**src/rtl/renas_write_buffer.sv**
```systemverilog
// Cache-side write buffer: circular FIFO of word writes with same-address coalescing,
// a youngest-match read lookup, and a one-word-per-transfer req/ack drain to main memory.
module renas_write_buffer #(
    parameter int DEPTH  = 4,
    parameter int ADDR_W = 30,
    parameter int DATA_W = 32
) (
    input  logic                     cache_clk,
    input  logic                     rst_n,
    input  logic                     i_wr_valid,
    input  logic [ADDR_W-1:0]        i_wr_addr,
    input  logic [DATA_W-1:0]        i_wr_data,
    output logic                     o_wr_ready,
    input  logic [ADDR_W-1:0]        i_rd_addr,
    output logic                     o_rd_hit,
    output logic [DATA_W-1:0]        o_rd_data,
    output logic [DATA_W+ADDR_W-1:0] o_wb_data,
    output logic                     o_wb_req,
    input  logic                     i_wb_ack,
    input  logic                     i_full_flag,
    output logic                     o_empty,
    output logic [$clog2(DEPTH+1)-1:0] o_count
);
    localparam int PTR_W = $clog2(DEPTH);
    localparam int CNT_W = $clog2(DEPTH+1);

    typedef enum logic [1:0] {ST_IDLE, ST_REQ, ST_HOLD} state_t;

    logic [DEPTH-1:0]            r_valid;
    logic [ADDR_W-1:0]           r_addr [DEPTH];
    logic [DATA_W-1:0]           r_data [DEPTH];
    logic [PTR_W-1:0]            r_wr_ptr;
    logic [PTR_W-1:0]            r_rd_ptr;
    logic [CNT_W-1:0]            r_count;
    state_t                      r_state;
    logic                        r_wb_req;
    logic [DATA_W+ADDR_W-1:0]    r_wb_data;

    logic                        w_empty;
    logic                        w_start;
    logic                        w_lock;
    logic                        w_pop;
    logic                        w_fire;
    logic                        w_alloc;
    logic                        w_coal;
    logic [PTR_W-1:0]            w_coal_idx;
    logic [DEPTH-1:0]            w_match;
    logic [PTR_W-1:0]            w_lk_idx;

    assign w_empty    = (r_count == '0);
    assign o_wr_ready = (r_count != CNT_W'(DEPTH));
    assign w_start    = (r_state == ST_IDLE) && !w_empty && !i_full_flag && !i_wb_ack;
    // The head is locked in the same cycle it is latched, so a coalesce never lands on data already sent.
    assign w_lock     = (r_state == ST_REQ) || w_start;
    assign w_pop      = (r_state == ST_REQ) && i_wb_ack;
    assign w_fire     = i_wr_valid && o_wr_ready;
    assign w_coal     = w_fire && (|w_match);
    assign w_alloc    = w_fire && !(|w_match);

    generate
        for (genvar gi = 0; gi < DEPTH; gi++) begin : g_match
            assign w_match[gi] = r_valid[gi] && (r_addr[gi] == i_wr_addr) &&
                                 !(w_lock && (r_rd_ptr == PTR_W'(gi)));
        end
    endgenerate

    always_comb begin
        w_coal_idx = '0;
        for (int i = DEPTH - 1; i >= 0; i--) begin
            if (w_match[i]) w_coal_idx = PTR_W'(i);
        end
    end

    // Valid entries are contiguous from rd_ptr, so walking forward ends on the youngest match.
    always_comb begin
        o_rd_hit  = 1'b0;
        o_rd_data = '0;
        w_lk_idx  = '0;
        for (int k = 0; k < DEPTH; k++) begin
            w_lk_idx = r_rd_ptr + PTR_W'(k);
            if (r_valid[w_lk_idx] && (r_addr[w_lk_idx] == i_rd_addr)) begin
                o_rd_hit  = 1'b1;
                o_rd_data = r_data[w_lk_idx];
            end
        end
    end

    always_ff @(posedge cache_clk or negedge rst_n) begin
        if (!rst_n) begin
            r_valid  <= '0;
            r_wr_ptr <= '0;
            r_rd_ptr <= '0;
            r_count  <= '0;
            for (int i = 0; i < DEPTH; i++) begin
                r_addr[i] <= '0;
                r_data[i] <= '0;
            end
        end else begin
            for (int i = 0; i < DEPTH; i++) begin
                if (w_alloc && (r_wr_ptr == PTR_W'(i))) begin
                    r_valid[i] <= 1'b1;
                    r_addr[i]  <= i_wr_addr;
                    r_data[i]  <= i_wr_data;
                end
                if (w_coal && (w_coal_idx == PTR_W'(i))) r_data[i] <= i_wr_data;
                if (w_pop && (r_rd_ptr == PTR_W'(i))) r_valid[i] <= 1'b0;
            end
            if (w_alloc) r_wr_ptr <= r_wr_ptr + 1'b1;
            if (w_pop)   r_rd_ptr <= r_rd_ptr + 1'b1;
            r_count <= r_count + CNT_W'(w_alloc) - CNT_W'(w_pop);
        end
    end

    always_ff @(posedge cache_clk or negedge rst_n) begin
        if (!rst_n) begin
            r_state   <= ST_IDLE;
            r_wb_req  <= 1'b0;
            r_wb_data <= '0;
        end else begin
            case (r_state)
                ST_IDLE: if (w_start) begin
                    r_state   <= ST_REQ;
                    r_wb_req  <= 1'b1;
                    r_wb_data <= {r_data[r_rd_ptr], r_addr[r_rd_ptr]};
                end
                ST_REQ: if (i_wb_ack) begin
                    r_state  <= ST_HOLD;
                    r_wb_req <= 1'b0;
                end
                ST_HOLD: if (!i_wb_ack) r_state <= ST_IDLE;
                default: begin
                    r_state  <= ST_IDLE;
                    r_wb_req <= 1'b0;
                end
            endcase
        end
    end

    assign o_wb_req  = r_wb_req;
    assign o_wb_data = r_wb_data;
    assign o_empty   = w_empty;
    assign o_count   = r_count;
endmodule

```
**config.mk**
```make
export PLATFORM = sky130hd
export DESIGN_NAME = renas_write_buffer
export DESIGN_NICKNAME = d
export VERILOG_FILES = /design/src/rtl/renas_write_buffer.sv
export SDC_FILE = /design/constraint.sdc
export NUM_CORES = 1
export LEC_CHECK = 0
export BUFFER_PORTS_ARGS = -buffer_cell sky130_fd_sc_hd__buf_4
export CORE_MARGIN = 8
export CORE_UTILIZATION = 49
export DETAILED_ROUTE_END_ITERATION = 6
export GPL_TIMING_DRIVEN = 0
export PLACE_DENSITY = 0.68
export REMOVE_ABC_BUFFERS = 1
export SETUP_SLACK_MARGIN = 0.1
export SLEW_MARGIN = 20
export SYNTH_ARGS = -nofsm -noshare
export SYNTH_HDL_FRONTEND = slang
export SYNTH_SLANG_ARGS = --single-unit
export TNS_END_PERCENT = 1
```
**constraint.sdc**
```tcl
create_clock -name cache_clk -period 15.3 [get_ports cache_clk]
set_input_delay 0 -clock cache_clk [delete_from_list [all_inputs] [get_ports cache_clk]]
set_output_delay 0 -clock cache_clk [all_outputs]
set_load 0.05 [all_outputs]
```
After elaboration in Yosys (flattened, before gate mapping)
Index checks and enable logic that the tools add are counted.

Output and inout port bits: 101. Word-level logic and storage cells: 188. Input port bits: 97. Register bits: 324.

$lt $le $gt $ge: 8. Equal/unequal tests: 23. Add/sub/neg operators: 6. Multiplexer cells: 67. Reduce and logical (&&, ||, !) cells: 61. Bitwise operators: 5.

Operator list (count): 32-bit 2-to-1 mux (20); 32-bit binary-select mux with 2-bit select (4); 30-bit binary-select mux with 2-bit select (4); 30-bit == test (8); 30-bit 2-to-1 mux (8); 1-bit logical AND (35); 1-bit 2-to-1 mux (18); 2-bit nonzero test (8); 2-bit == test, second input constant (7); 2-bit 2-to-1 mux (7); 3-bit greater-or-equal comparator, second input constant (4); 2-bit by 3-bit < comparator with 1-bit output, second input constant (4); 2-bit inverter with 3-bit output (4); 1-bit binary-select mux with 2-bit select (4); 2-bit by 1-bit == test with 1-bit output, second input constant (4); 1-bit logical NOT (8); 2-bit logical NOT (4); 2-bit != test, second input constant (3); 2-bit case mux with 3 select lines (1); 3-bit AND reduction (2); 2-bit by 1-bit adder with 2-bit output, second input constant (2); 2-bit adder, second input constant (2); 4-bit OR reduction (1); 3-bit by 1-bit adder with 3-bit output (1); 7 further kinds (7).

Longest topological paths before layout
Gate-level depths: netlist of the first run.

Depth in word-level cells: 16. Depth in mapped cells: 22. Depth with buffers taken out: 13.

Worst setup path before layout of the first run
OpenSTA, ideal clock, no wires.

Path type: reg2out. From: reg r_rd_ptr[0]. To: out o_rd_data[21]. Path buffers: 10. Setup slack: 9.985 ns. Required time: 15.300 ns. Arrival time: 5.315 ns. Cell stages (with the launch flop): 19. Cell sequence: dfrtp_1 -> buf_4 -> inv_1 -> clkbuf_1 -> clkbuf_1 -> buf_1 -> ha_1 -> buf_6 -> buf_12 -> buf_4 -> buf_4 -> buf_4 -> o32a_1 -> a2111oi_0 -> o2111ai_1 -> or4_1 -> clkbuf_1 -> and2_1 -> a22oi_1.

RTL lines: from (decl) (RTL line 33) `logic [PTR_W-1:0] r_rd_ptr;`; from (signal assigned) (RTL line 109) `if (w_pop) r_rd_ptr <= r_rd_ptr + 1'b1;`; 2-bit adder (*) (RTL line 80) `w_lk_idx = r_rd_ptr + PTR_W'(k);`; named net w_lk_idx[0] (RTL line 48) `logic [PTR_W-1:0] w_lk_idx;`; 2-bit inverter with 3-bit output (implied by the code) (RTL line 81, 83); 30-bit binary-select mux with 2-bit select (RTL line 81) `if (r_valid[w_lk_idx] && (r_addr[w_lk_idx] == i_rd_addr)) begin`; 30-bit 2-to-1 mux (implied by the code) (2 in series) (RTL line 81); 30-bit == test (RTL line 81); 1-bit logical AND (RTL line 81); 32-bit 2-to-1 mux (*) (RTL line 81); to (decl) (RTL line 16) `output logic [DATA_W-1:0] o_rd_data,`.

The timed path passes the listed nets; every way through them passes the cells marked *. The select of a mux whose other input is x is not followed.

Final worst setup path of the first run
From: reg r_rd_ptr[0]. To: out o_rd_data[8].

Cells in the longest elaborated chain, start to end: 10.

Ends and longest elaborated chain (RTL line): 2-bit by 1-bit adder with 2-bit output or 2-bit inverter with 3-bit output (tied branches) (80, 81, 83); 2-bit inverter with 3-bit output (implied by the code) or 30-bit binary-select mux with 2-bit select (tied branches) (81, 83); 30-bit binary-select mux with 2-bit select or 30-bit 2-to-1 mux (tied branches) (81); 30-bit 2-to-1 mux (implied by the code) (81); 30-bit 2-to-1 mux (implied by the code) or 30-bit == test (tied branches) (81); 30-bit == test or 1-bit logical AND (tied branches) (81); 1-bit logical AND or 32-bit 2-to-1 mux (tied branches) (81); 32-bit 2-to-1 mux (2 in series) (81); 32-bit 2-to-1 mux (*) (81).

Mark *: on every way between the ends. The rest lies on a longest branch, timed or not. The select of a mux whose other input is x is not followed.

==> impl_table.tex, run 1 <==
\begin{tabular}{lr}
\hline
Metric & Value \\
\hline
\multicolumn{2}{l}{\textbf{Placed design}} \\
GPL Wtd Cong & 0.944 \\
HPWL after detailed placement & 51.0 mm \\
Count of input and output buffers & 197 \\
\multicolumn{2}{l}{\textbf{Synthesis}} \\
Count of cell types in the netlist & 60 \\
Synthesized area & 22800 µm² \\
Seq/Total Area, Yosys & 35.6\% \\
Synth Area in Adders & 0.638\% \\
Compound-gate portion of the synthesized area & 6.11\% \\
Number of enable-type register cells in the synthesized netlist & 0 \\
Total number of yosys warnings & 0 \\
Avg Synthesized Cell Area & 12.2 µm² \\
Simple-gate area share of the yosys netlist & 6.81\% \\
Largest family of logic cells by synthesized area & multiplexers \\
Fraction of synthesis flops using an asynchronous set or reset pin & 100\% \\
Gate count after technology mapping & 1872 \\
Flip-flop and latch count after synthesis & 324 \\
Most frequently used flop master after synthesis & dfrtp\_1 \\
Xor-xnor portion of the synthesized cell area & 8.93\% \\
Multiplexer area fraction after synthesis & 37.8\% \\
\multicolumn{2}{l}{\textbf{Pwr}} \\
Portion of total power attributed to combinational logic & 60.3\% \\
Pleak & 11.0 nW \\
Clock power frac & 12.8\% \\
Internal Power & 0.00399 W \\
Net Sw Frac & 43.4\% \\
Sequential fraction of design power & 26.9\% \\
Final Power & 0.00705 W \\
Power density normalized to cell area & 260 nW/µm² \\
Maximum ir drop on the vdd rail & 0.143 mV \\
Net Switching & 0.00306 W \\
\multicolumn{2}{l}{\textbf{Clock network}} \\
Cts repair resizes & 0 \\
Clock latency on the worst-skew pair & 0.57 ns \\
CTS tree & built \\
Inserted Clock Buffers & 38 \\
Clock root buffer & clkbuf\_16 \\
H-tree depth & 2 \\
Sink Count & 324 \\
Post-CTS setup buffer count & 0 \\
Clk slew on worst S/H paths & 0.06 ns \\
Buffer levels on the longest clock path & 3 \\
\# hold bufs at CTS & 68 \\
\multicolumn{2}{l}{\textbf{Cells and area}} \\
Leading cell types in the layout, fill and taps excluded & dfrtp\_1, mux2\_2, mux4\_2, buf\_4, xnor2\_1 \\
Number of nets in the layout & 2156 \\
Area added between synthesis and finish & 19.2\% \\
Layout cells sized above 1 & 38.1\% \\
Most frequent standard cell in the layout excluding fill and tap cells & dfrtp\_1 \\
Fill cells & 3700 \\
\multicolumn{2}{l}{\textbf{Detailed routing}} \\
WL/cell & 26.1 µm \\
Post-detailed-routing wire length & 70.1 mm \\
DRC violation count after routing & 0 \\
Vias/cell & 6.36 \\
First drt pass iteration count & 5 \\
First-iteration detailed-routing DRC count & 1354 \\
Overall via count from detail\_route & 17100 \\
Count of nets left with antenna violations after detail routing & 0 \\
\multicolumn{2}{l}{\textbf{GRT}} \\
Combined global-route utilization of all metal layers & 25.8\% \\
Wire length of the first global-routing pass & 107 mm \\
Vias in the first global route & 17300 \\
Global route overflow & 0 \\
Antenna violations before repair & 4 \\
Maximum number of pins on one net before global-route repair & 98 \\
\multicolumn{2}{l}{\textbf{Timing}} \\
Post-route setup TNS & 0 ns \\
Hold violation total from the final report & 0 \\
Final critical-path share of the clock period & 45.6\% \\
Largest clock skew in the final design & 0.0191 ns \\
Slew Limit Fails & 0 \\
Unrepaired setup endpoints after global routing & false \\
Timing-limited maximum frequency & 143 MHz \\
Max transition margin & 31.0\% \\
Worst-Margin Slew & 1.03 ns \\
\# setup viols final & 0 \\
Minimum clock period & 6.97 ns \\
\multicolumn{2}{l}{\textbf{Floorplan}} \\
Number of cell rows & 79 \\
Area of the die & 53600 µm² \\
I/O pin count & 198 \\
Die Height & 232 µm \\
Initial Util & 49.3\% \\
Core ar. & 46200 µm² \\
Horizontal extent of the die & 232 µm \\
\multicolumn{2}{l}{\textbf{Worst setup path}} \\
Cell chain of the critical path & buf\_12 -> inv\_2 -> ha\_4 -> buf\_16 -> mux4\_2 -> xnor2\_1 -> o21ai\_0 -> or4\_1 -> or4\_4 -> nor4b\_4 -> o21ai\_4 -> buf\_16 -> buf\_16 -> o221ai\_1 -> o21a\_1 -> buf\_4 \\
Worst setup SP type & flop \\
Cell mode on critical path & buf\_16 \\
WP data required & 15.30 ns \\
Master of the slowest instance on the critical path & dfrtp\_4 \\
Category of the worst setup path capture point & output port \\
Delay of the slowest cell on the worst path & 0.65 ns \\
Crit Path Max Fanout & 35 \\
Critical path type & reg -> out \\
Arrival time at the worst endpoint & 6.97 ns \\
\multicolumn{2}{l}{\textbf{Status}} \\
Status & finished, final reports clean \\
\multicolumn{2}{l}{\textbf{Job}} \\
Max-cap violations & 0 \\
\multicolumn{2}{l}{\textbf{Min path}} \\
Tightest Hold Check Type & in -> reg \\
\hline
\end{tabular}
## cells in the mapped netlist (6+ instances only)
master	count	share of area (%)
o221ai_2	9	0.59
ha_1	10	0.55
mux2_2	257	13
nor2_1	31	0.51
xor2_1	36	1.4
mux2i_1	108	4.7
o22ai_1	8	0.22
o2111ai_1	6	0.23
clkbuf_1	94	1.6
nand2b_1	8	0.22
nand3_1	15	0.33
o21ai_0	38	0.84
inv_1	49	0.81
nor4_1	15	0.41
xnor2_1	196	7.5
nand2_1	196	3.2
buf_4	10	0.33
o221ai_1	24	0.92
buf_2	29	0.64
dfrtp_1	324	36
a22oi_1	11	0.36
o21a_1	30	0.99
a21oi_1	14	0.31
nor3_1	6	0.13
buf_1	28	0.46
mux4_2	205	20
nand4_1	43	1.2
a211oi_1	7	0.23
## worst max-delay path: cells and delay by family (launching register included)
| kind | cells | cell delay [ns] |
|---|---|---|
| buffers and inverters | 6 | 1.81 |
| and+or+nand+nor | 3 | 1.62 |
| AOI/OAI and AO/OA | 4 | 0.86 |
| DFF | 1 | 0.65 |
| adders and majority gates | 1 | 0.65 |
| muxes | 1 | 0.55 |
| xor gates and xnor gates | 1 | 0.21 |
## flip-flops by register name (all words and copies together), names as in the netlist
name       flops
o_wb_req       1
o_wb_data     62
r_valid        4
r_wr_ptr       2
r_state        2
r_data       128
r_addr       120
r_rd_ptr       2
o_count        3
## per-layer routing
metal	vias to the layer above	wire, µm	GRT usage (%)
met5	-	20	0
met4	4	1900	7.46
met3	107	5090	5.40
met2	661	34800	43.3
met1	8927	28300	33.5
li1	7372	-	-
## cell type report
cell class	count	area, µm²	area share (%)
flip-flops and latches	324	8120	29.9
diodes	2	5.00	0.0184
clock buffers	55	1140	4.19
clock inverters	14	100	0.369
multi-input cells	1332	13800	50.8
well taps	607	759	2.80
repair buffers	303	3040	11.2
inverters	49	184	0.678
## power by group through the flow
stage,logic [W],registers (W),clock network [W]
3_3_place_gp,0.00442,0.00203,0
4_1_cts,0.00426,0.00187,0.000919
5_1_grt,0.00450,0.00197,0.000952
2_1_floorplan,0.00315,0.00211,0
3_5_place_dp,0.00422,0.00189,0
6_report,0.00425,0.00190,0.000900
## kinds of logic (layout without fill, tap and decap cells)
logic type	count (synthesis)	in the layout
muxes	570	570
and+or+nand+nor	333	333
DFF	324	324
xor gates and xnor gates	232	232
buffers and inverters	216	421
AOI/OAI and AO/OA	186	186
adders and majority gates	11	11
other	0	2
## stage by stage
| step | hold slack [ns] | cells | area [µm²] | utilization (%) | worst slack, ns |
|---|---|---|---|---|---|
| detailed placement | -0.0919 | 2547 | 25200 | 54.6 | 8.95 |
| CTS | 0.215 | 2684 | 27100 | 58.8 | 8.35 |
| global route | 0.246 | 2685 | 27100 | 58.8 | 8.12 |
| floorplan | -0.296 | 1705 | 22000 | - | -4.41 |
| global placement | 0.258 | 2509 | 24200 | 52.5 | -12.16 |
| finish | 0.244 | 2686 | 27100 | 58.8 | 8.33 |
## path summary, 6_finish.rpt
| check | to | from | depth (start not counted) | slack (ns) |
|---|---|---|---|---|
| worst max register to register | r_data[126] | r_rd_ptr[0] | 12 | 10.73 |
| worst min-delay path | r_data[27] | i_wr_data[27] | 3 | 0.24 |
| worst max-delay path | o_rd_data[8] | r_rd_ptr[0] | 16 | 8.33 |
| max in group asynchronous | r_rd_ptr[1] | rst_n | 5 | 13.76 |
| worst min register to register | o_wb_data[23] | o_wb_data[23] | 2 | 0.47 |
| min in group asynchronous | o_wb_data[57] | rst_n | 4 | 0.54 |
Note: power is estimated with default switching activity, not from simulation.
==> run 2, diff against run 1 <==
--- a/config.mk
+++ b/config.mk
@@ -10,7 +10,7 @@
 export CORE_UTILIZATION = 49
 export DETAILED_ROUTE_END_ITERATION = 6
 export GPL_TIMING_DRIVEN = 0
-export PLACE_DENSITY = 0.68
+export PLACE_DENSITY = 0.7
 export REMOVE_ABC_BUFFERS = 1
 export SETUP_SLACK_MARGIN = 0.1
 export SLEW_MARGIN = 20
==> constraint.sdc (replaced) <==
create_clock -name cache_clk -period 6.2 [get_ports cache_clk]
set_input_delay 0 -clock cache_clk [delete_from_list [all_inputs] [get_ports cache_clk]]
set_output_delay 0 -clock cache_clk [all_outputs]
set_load 0.05 [all_outputs]
==> run 2 against run 1 <==
Net effect: die area unchanged; non-clock buffer count increased by 17; clock skew is 0.0057 ns higher; largest power group unchanged; first-iteration DRC count rose by 8.5%; highest routed layer is now met4; cell count increased by 0.67%; sequential cell count unchanged; worst setup slack worse by 8.0 ns; critical path type unchanged; total power grew to 2.6 times the previous value; register-to-register slack lost 9.0 ns; via count increased by 1.3%; worst hold slack worse by 0.0097 ns.
==> impl_table.tex, run 2 (synthesis gave the netlist of run 1 again) <==
\begin{tabular}{lr}
\hline
Metric & Value \\
\hline
\multicolumn{2}{l}{\textbf{Timing}} \\
Unrepaired setup endpoints after global routing & false \\
WHS & 0.234 ns (-0.00970 ns) \\
Hold violation total from the final report & 0 (unchanged) \\
\# setup viols final & 0 (unchanged) \\
Post-route setup TNS & 0 ns (unchanged) \\
Max transition margin & 26.8\% (-4.2 points) \\
Worst-Margin Slew & 1.09 ns (+0.0560 ns) \\
Timing-limited maximum frequency & 169 MHz \\
Minimum clock period & 5.92 ns \\
Slew Limit Fails & 0 (unchanged) \\
Largest clock skew in the final design & 0.0248 ns (+0.00568 ns) \\
Final critical-path share of the clock period & 95.5\% \\
Crit path setup slack, layout & 0.277 ns (-8.05 ns) \\
\multicolumn{2}{l}{\textbf{Floorplan}} \\
I/O pin count & 198 (unchanged) \\
Number of cell rows & 79 (unchanged) \\
Initial Util & 49.3\% (unchanged) \\
Area of the die & 53600 µm² (unchanged) \\
Core ar. & 46200 µm² (unchanged) \\
Horizontal extent of the die & 232 µm (unchanged) \\
Die Height & 232 µm (unchanged) \\
\multicolumn{2}{l}{\textbf{Worst setup path}} \\
Delay of the slowest cell on the worst path & 0.57 ns (-0.08 ns) \\
Cell chain of the critical path & buf\_16 -> buf\_16 -> clkinvlp\_4 -> ha\_4 -> buf\_16 -> buf\_16 -> mux2i\_1 -> a222oi\_1 -> o21ai\_1 -> or4\_1 -> or4\_4 -> nor4b\_4 -> buf\_4 -> buf\_6 -> buf\_6 -> mux2i\_1 -> o221ai\_1 -> o21a\_1 -> buf\_4 \\
Cell mode on critical path & buf\_16 \\
Worst setup SP type & flop \\
Category of the worst setup path capture point & output port \\
Master of the slowest instance on the critical path & or4\_1 \\
Arrival time at the worst endpoint & 5.92 ns (-1.05 ns) \\
Critical path type & reg -> out \\
Crit Path Max Fanout & 21 (-40\%) \\
WP data required & 6.20 ns (-9.10 ns) \\
\multicolumn{2}{l}{\textbf{Pwr}} \\
Clock power frac & 13.3\% (+0.5 points) \\
Portion of total power attributed to combinational logic & 61.1\% (+0.8 points) \\
Net Switching & 0.00781 W (+160\%) \\
Maximum ir drop on the vdd rail & 0.396 mV (+180\%) \\
Net Sw Frac & 43.2\% (-0.21 points) \\
Sequential fraction of design power & 25.5\% (-1.4 points) \\
Pleak & 11.3 nW (+1.9\%) \\
Internal Power & 0.0103 W (+160\%) \\
Power density normalized to cell area & 656 nW/µm² (+150\%) \\
\multicolumn{2}{l}{\textbf{Detailed routing}} \\
Overall via count from detail\_route & 17300 (+1.3\%) \\
First drt pass iteration count & 5 (unchanged) \\
Vias/cell & 6.39 (+0.59\%) \\
DRC violation count after routing & 0 (unchanged) \\
Count of nets left with antenna violations after detail routing & 0 (unchanged) \\
First-iteration detailed-routing DRC count & 1469 (+8.5\%) \\
WL/cell & 27.1 µm (+3.9\%) \\
Post-detailed-routing wire length & 73.3 mm (+4.6\%) \\
\multicolumn{2}{l}{\textbf{GRT}} \\
Antenna violations before repair & 1 (-3) \\
Vias in the first global route & 17800 (+2.8\%) \\
Global route overflow & 0 (unchanged) \\
Combined global-route utilization of all metal layers & 26.8\% (+0.98 points) \\
Maximum number of pins on one net before global-route repair & 98 (unchanged) \\
Wire length of the first global-routing pass & 111 mm (+3.7\%) \\
\multicolumn{2}{l}{\textbf{Clock network}} \\
Sink Count & 324 (unchanged) \\
Clk slew on worst S/H paths & 0.06 ns (about the same) \\
H-tree depth & 2 (unchanged) \\
Inserted Clock Buffers & 39 (+2.6\%) \\
Clock root buffer & clkbuf\_16 \\
CTS tree & built \\
Buffer levels on the longest clock path & 3 (unchanged) \\
Clock latency on the worst-skew pair & 0.57 ns (about the same) \\
\multicolumn{2}{l}{\textbf{Placed design}} \\
Post-Place Setup Slack & -0.811 ns (-9.76 ns) \\
Count of input and output buffers & 197 (unchanged) \\
Area post-placement & 25200 µm² (-0.14\%) \\
HPWL after detailed placement & 51.3 mm (+0.50\%) \\
GPL Wtd Cong & 0.955 (+1.2\%) \\
\multicolumn{2}{l}{\textbf{Cells and area}} \\
Area added between synthesis and finish & 21.2\% \\
Non-Filler Cell Area, Final & 27600 µm² (+1.6\%) \\
Number of nets in the layout & 2174 (+0.83\%) \\
Flip-flop count of the largest register after layout & 128 (unchanged) \\
Share of the core filled with cells in the final layout & 59.7\% (+0.94 points) \\
Leading cell types in the layout, fill and taps excluded & dfrtp\_1, mux2\_2, mux4\_2, buf\_4, xnor2\_1 \\
Most frequent standard cell in the layout excluding fill and tap cells & dfrtp\_1 \\
Layout cells sized above 1 & 38.7\% (+0.66 points) \\
Fill cells & 3661 (-1.1\%) \\
Most flops, register & r\_data \\
\multicolumn{2}{l}{\textbf{Status}} \\
Status & finished, final reports clean \\
\multicolumn{2}{l}{\textbf{Job}} \\
Max-cap violations & 0 (unchanged) \\
\multicolumn{2}{l}{\textbf{Min path}} \\
Tightest Hold Check Type & in -> reg \\
\hline
\end{tabular}
==> run 2: path summary, 6_finish.rpt <==
path                                    from             to  slack [ns]  cells past startpoint
worst max-delay path             r_rd_ptr[1]  o_rd_data[13]        0.28                     19
worst min-delay path            i_wr_data[6]    r_data[102]        0.23                      3
worst max register to register    r_addr[85]    r_data[126]        1.69                     10
worst min register to register  o_wb_data[6]   o_wb_data[6]        0.47                      2
max in group asynchronous              rst_n    r_rd_ptr[0]        4.27                      6
min in group asynchronous              rst_n    r_data[126]        0.52                      4
==> run 2: power groups by stage <==
stage               Clock, W  Combinational (W)  Sequential [W]
CTS                  0.00245             0.0108         0.00454
global placement           0            0.00926         0.00487
finish               0.00241             0.0111         0.00462
global route         0.00254             0.0117         0.00478
floorplan                  0            0.00713         0.00516
detailed placement         0             0.0104         0.00467
==> run 2: area by class of cell <==
type | count | area [µm²] | area share [%]
multi-input combinational | 1332 | 13800 | 50.0
tap | 607 | 759 | 2.75
timing repair buffer | 320 | 3360 | 12.2
sequential | 324 | 8120 | 29.4
clock inverter | 22 | 277 | 1.00
clock buffer | 49 | 1070 | 3.89
antenna | 1 | 2.50 | 0.00908
inverter | 49 | 195 | 0.708
==> run 2: worst max-delay path: cells and delay by family (launching register included) <==
family,cells,cell delay [ns]
muxes,2,0.36
DFF,1,0.50
and+or+nand+nor,3,1.31
buffers and inverters,9,1.78
adders and majority gates,1,0.35
AOI/OAI and AO/OA,4,1.02
==> run 2: through the flow <==
step                      cells  power (W)
after global routing       2703     0.0190
after global placement     2509     0.0141
after detailed placement   2546     0.0151
after CTS                  2697     0.0178
after floorplan            1705     0.0123
final                      2704     0.0181
==> run 2: what timing repair did <==
action / 4_1_cts / 5_1_grt
gates resized for setup: 3 / 3
pin swaps: 3 / 2
gates cloned: 2 / 6
endpoints found under the setup margin: 33 / 21
buffers inserted: 10 / 0
hold buffers: 68 / 0
hold endpoints to repair: 388 / 0
==> run 2: layer usage <==
| layer | part of all wire [%] | track usage, % | vias up |
|---|---|---|---|
| met5 | 0 | 0 | - |
| met2 | 49 | 44.3 | 809 |
| met4 | 4.3 | 11.0 | 0 |
| met1 | 39 | 35.2 | 8895 |
| li1 | - | - | 7406 |
| met3 | 7.2 | 3.80 | 177 |
==> run 3, diff against run 2 <==
==> constraint.sdc (replaced) <==
create_clock -name cache_clk -period 6.2 [get_ports cache_clk]
set_input_delay 0.31 -clock cache_clk [delete_from_list [all_inputs] [get_ports cache_clk]]
set_output_delay 0.31 -clock cache_clk [all_outputs]
set_load 0.05 [all_outputs]
==> run 3 against run 2 <==
Net effect: count of clock-buffer cells in the layout unchanged; core utilization decreased by 0.46 points; maximum frequency decreased by 0.60%; global-route usage increased by 0.51 points; sequential cell count unchanged; worst setup slack got worse by 0.036 ns; critical path type unchanged; largest power group unchanged; highest routed layer unchanged.
==> impl_table.tex, run 3 (synthesis gave the netlist of run 1 again) <==
\begin{tabular}{lr}
\hline
Metric & Value \\
\hline
\multicolumn{2}{l}{\textbf{Status}} \\
Status & finished, final reports clean \\
\multicolumn{2}{l}{\textbf{Floorplan}} \\
Core ar. & 46200 µm² (unchanged) \\
Die Height & 232 µm (unchanged) \\
Initial Util & 49.3\% (unchanged) \\
I/O pin count & 198 (unchanged) \\
Number of cell rows & 79 (unchanged) \\
Horizontal extent of the die & 232 µm (unchanged) \\
Area of the die & 53600 µm² (unchanged) \\
\multicolumn{2}{l}{\textbf{Cells and area}} \\
Number of nets in the layout & 2142 (-1.5\%) \\
Most frequent standard cell in the layout excluding fill and tap cells & dfrtp\_1 \\
Most flops, register & r\_data \\
Layout cells sized above 1 & 39.5\% (+0.79 points) \\
Leading cell types in the layout, fill and taps excluded & dfrtp\_1, mux2\_2, mux4\_2, buf\_4, xnor2\_1 \\
Share of the core filled with cells in the final layout & 59.3\% (-0.46 points) \\
Flip-flop count of the largest register after layout & 128 (unchanged) \\
Area added between synthesis and finish & 20.2\% \\
\multicolumn{2}{l}{\textbf{Clock network}} \\
Buffer levels on the longest clock path & 3 (unchanged) \\
CTS tree & built \\
Inserted Clock Buffers & 39 (unchanged) \\
Clock root buffer & clkbuf\_16 \\
Clk slew on worst S/H paths & 0.06 ns (about the same) \\
Sink Count & 324 (unchanged) \\
Clock latency on the worst-skew pair & 0.57 ns (about the same) \\
H-tree depth & 2 (unchanged) \\
\multicolumn{2}{l}{\textbf{Timing}} \\
Largest clock skew in the final design & 0.0267 ns (+0.00189 ns) \\
Minimum clock period & 5.96 ns (+0.0360 ns) \\
Slew Limit Fails & 0 (unchanged) \\
\# setup viols final & 0 (unchanged) \\
Hold violation total from the final report & 0 (unchanged) \\
Final critical-path share of the clock period & 96.1\% (+0.58 points) \\
Max transition margin & 27.0\% (+0.15 points) \\
WHS & 0.0600 ns (-0.174 ns) \\
Unrepaired setup endpoints after global routing & true \\
Timing-limited maximum frequency & 168 MHz (-0.60\%) \\
Worst-Margin Slew & 1.09 ns (-0.00217 ns) \\
\multicolumn{2}{l}{\textbf{Worst setup path}} \\
Arrival time at the worst endpoint & 5.65 ns (-0.27 ns) \\
Number of cell instances on the worst register-to-register path & 10 (unchanged) \\
Crit Path Max Fanout & 34 (+62\%) \\
Critical path type & reg -> out \\
Worst setup SP type & flop \\
WP data required & 5.89 ns (-0.31 ns) \\
Category of the worst setup path capture point & output port \\
\multicolumn{2}{l}{\textbf{GRT}} \\
Maximum number of pins on one net before global-route repair & 98 (unchanged) \\
Most heavily used metal layer in global routing & met2 \\
Combined global-route utilization of all metal layers & 27.3\% (+0.51 points) \\
Met3 demand-to-capacity share in global routing & 4.03\% (+0.23 points) \\
Met2 capacity usage during global routing & 45.0\% (+0.74 points) \\
Wire length of the first global-routing pass & 113 mm (+1.3\%) \\
Global route overflow & 0 (unchanged) \\
Vias in the first global route & 17700 (-0.40\%) \\
Antenna violations before repair & 1 (unchanged) \\
Met1 Track Usage GR & 35.7\% (+0.57 points) \\
\multicolumn{2}{l}{\textbf{Placed design}} \\
HPWL after detailed placement & 51.3 mm (unchanged) \\
GPL Wtd Cong & 0.955 (unchanged) \\
Count of input and output buffers & 197 (unchanged) \\
\multicolumn{2}{l}{\textbf{Pwr}} \\
Net Sw Frac & 42.9\% (-0.28 points) \\
Internal Power & 0.0104 W (+1.5\%) \\
Sequential fraction of design power & 25.3\% (-0.2 points) \\
Pleak & 11.2 nW (-0.53\%) \\
Portion of total power attributed to combinational logic & 61.5\% (+0.4 points) \\
Net Switching & 0.00784 W (+0.38\%) \\
Power density normalized to cell area & 667 nW/µm² (+1.8\%) \\
Clock power frac & 13.2\% (about the same) \\
Maximum ir drop on the vdd rail & 0.408 mV (+3.2\%) \\
\multicolumn{2}{l}{\textbf{Detailed routing}} \\
Post-detailed-routing wire length & 73.4 mm (+0.18\%) \\
Count of nets left with antenna violations after detail routing & 0 (unchanged) \\
Vias/cell & 6.45 (+0.92\%) \\
Overall via count from detail\_route & 17200 (-0.27\%) \\
First-iteration detailed-routing DRC count & 1484 (+1.0\%) \\
WL/cell & 27.5 µm (+1.4\%) \\
First drt pass iteration count & 6 (+1) \\
DRC violation count after routing & 0 (unchanged) \\
\multicolumn{2}{l}{\textbf{Job}} \\
Max-cap violations & 0 (unchanged) \\
\multicolumn{2}{l}{\textbf{Min path}} \\
Worst hold path cell count & 3 (unchanged) \\
Tightest Hold Check Type & in -> reg \\
\hline
\end{tabular}
==> run 3: cell count changes in the layout (fill, tap and decap cells not counted), sizes merged <==
cell	delta
clkbuf	-4
bufbuf	+7
dlygate4sd3	-34
buf	-1
==> run 3: area by class of cell <==
| cell class | count | area (µm²) |
|---|---|---|
| clock buffers | 49 | 1070 |
| repair buffers | 288 | 3130 |
| diodes | 1 | 2.50 |
| fillers | 3678 | 18800 |
| flip-flops and latches | 324 | 8120 |
| clock inverters | 22 | 277 |
| inverters | 49 | 204 |
| multi-input cells | 1332 | 13800 |
| well taps | 607 | 759 |
==> run 3: critical path: stages (launching register included) <==
cell	delay [ns]
dfrtp_4	0.52
buf_16	0.20
buf_16	0.18
inv_16	0.15
ha_4	0.27
buf_16	0.18
buf_16	0.17
mux2i_1	0.17
a222oi_1	0.47
o21ai_2	0.14
or4_4	0.52
or4_4	0.50
nor4b_4	0.25
buf_6	0.18
buf_6	0.17
buf_6	0.17
mux2i_1	0.23
o221ai_1	0.16
o21a_1	0.20
buf_4	0.20
==> run 3: metal layers <==
metal	vias up	part of all wire, %
met4	0	4.4
li1	7367	-
met1	8837	39
met3	180	7.3
met2	856	49
met5	-	0
==> run 3: path summary, 6_finish.rpt <==
check / startpoint / end / slack (ns)
setup / recovery: r_rd_ptr[0] / o_rd_data[13] / 0.24
setup reg to reg: r_addr[85] / r_data[126] / 1.69
max in group asynchronous: rst_n / r_rd_ptr[0] / 4.22
hold / removal: i_wb_ack / r_state[1] / 0.06
min in group asynchronous: rst_n / o_wb_data[60] / 0.24
hold reg to reg: o_wb_data[6] / o_wb_data[6] / 0.47
==> run 3: timing repair <==
| action | 4_1_cts | 5_1_grt |
|---|---|---|
| setup buffers | 10 | 0 |
| pin swaps | 5 | 2 |
| resized for setup | 8 | 5 |
| endpoints found under the hold margin | 174 | 0 |
| cloned | 9 | 2 |
| hold buffers | 33 | 0 |
| endpoints found under the setup margin | 33 | 20 |
==> run 3: per-stage QoR <==
stage	instances	total power [W]	TNS [ns]	cell area (µm²)	worst slack, ns
global placement	2509	0.0141	-4169.35	24200	-21.64
floorplan	1705	0.0123	-2393.74	22000	-13.82
finish	2672	0.0183	0	27400	0.241
CTS	2669	0.0182	0	27300	0.109
detailed placement	2546	0.0151	-31.61	25200	-1.12
global route	2671	0.0192	0	27400	0.0846
==> run 3: power groups by stage <==
stage / Combinational, W / Clock (W) / Sequential, W
after floorplan: 0.00713 / 0 / 0.00516
after global placement: 0.00926 / 0 / 0.00487
after detailed placement: 0.0104 / 0 / 0.00467
after CTS: 0.0112 / 0.00245 / 0.00455
after global routing: 0.0119 / 0.00254 / 0.00478
final: 0.0112 / 0.00241 / 0.00462
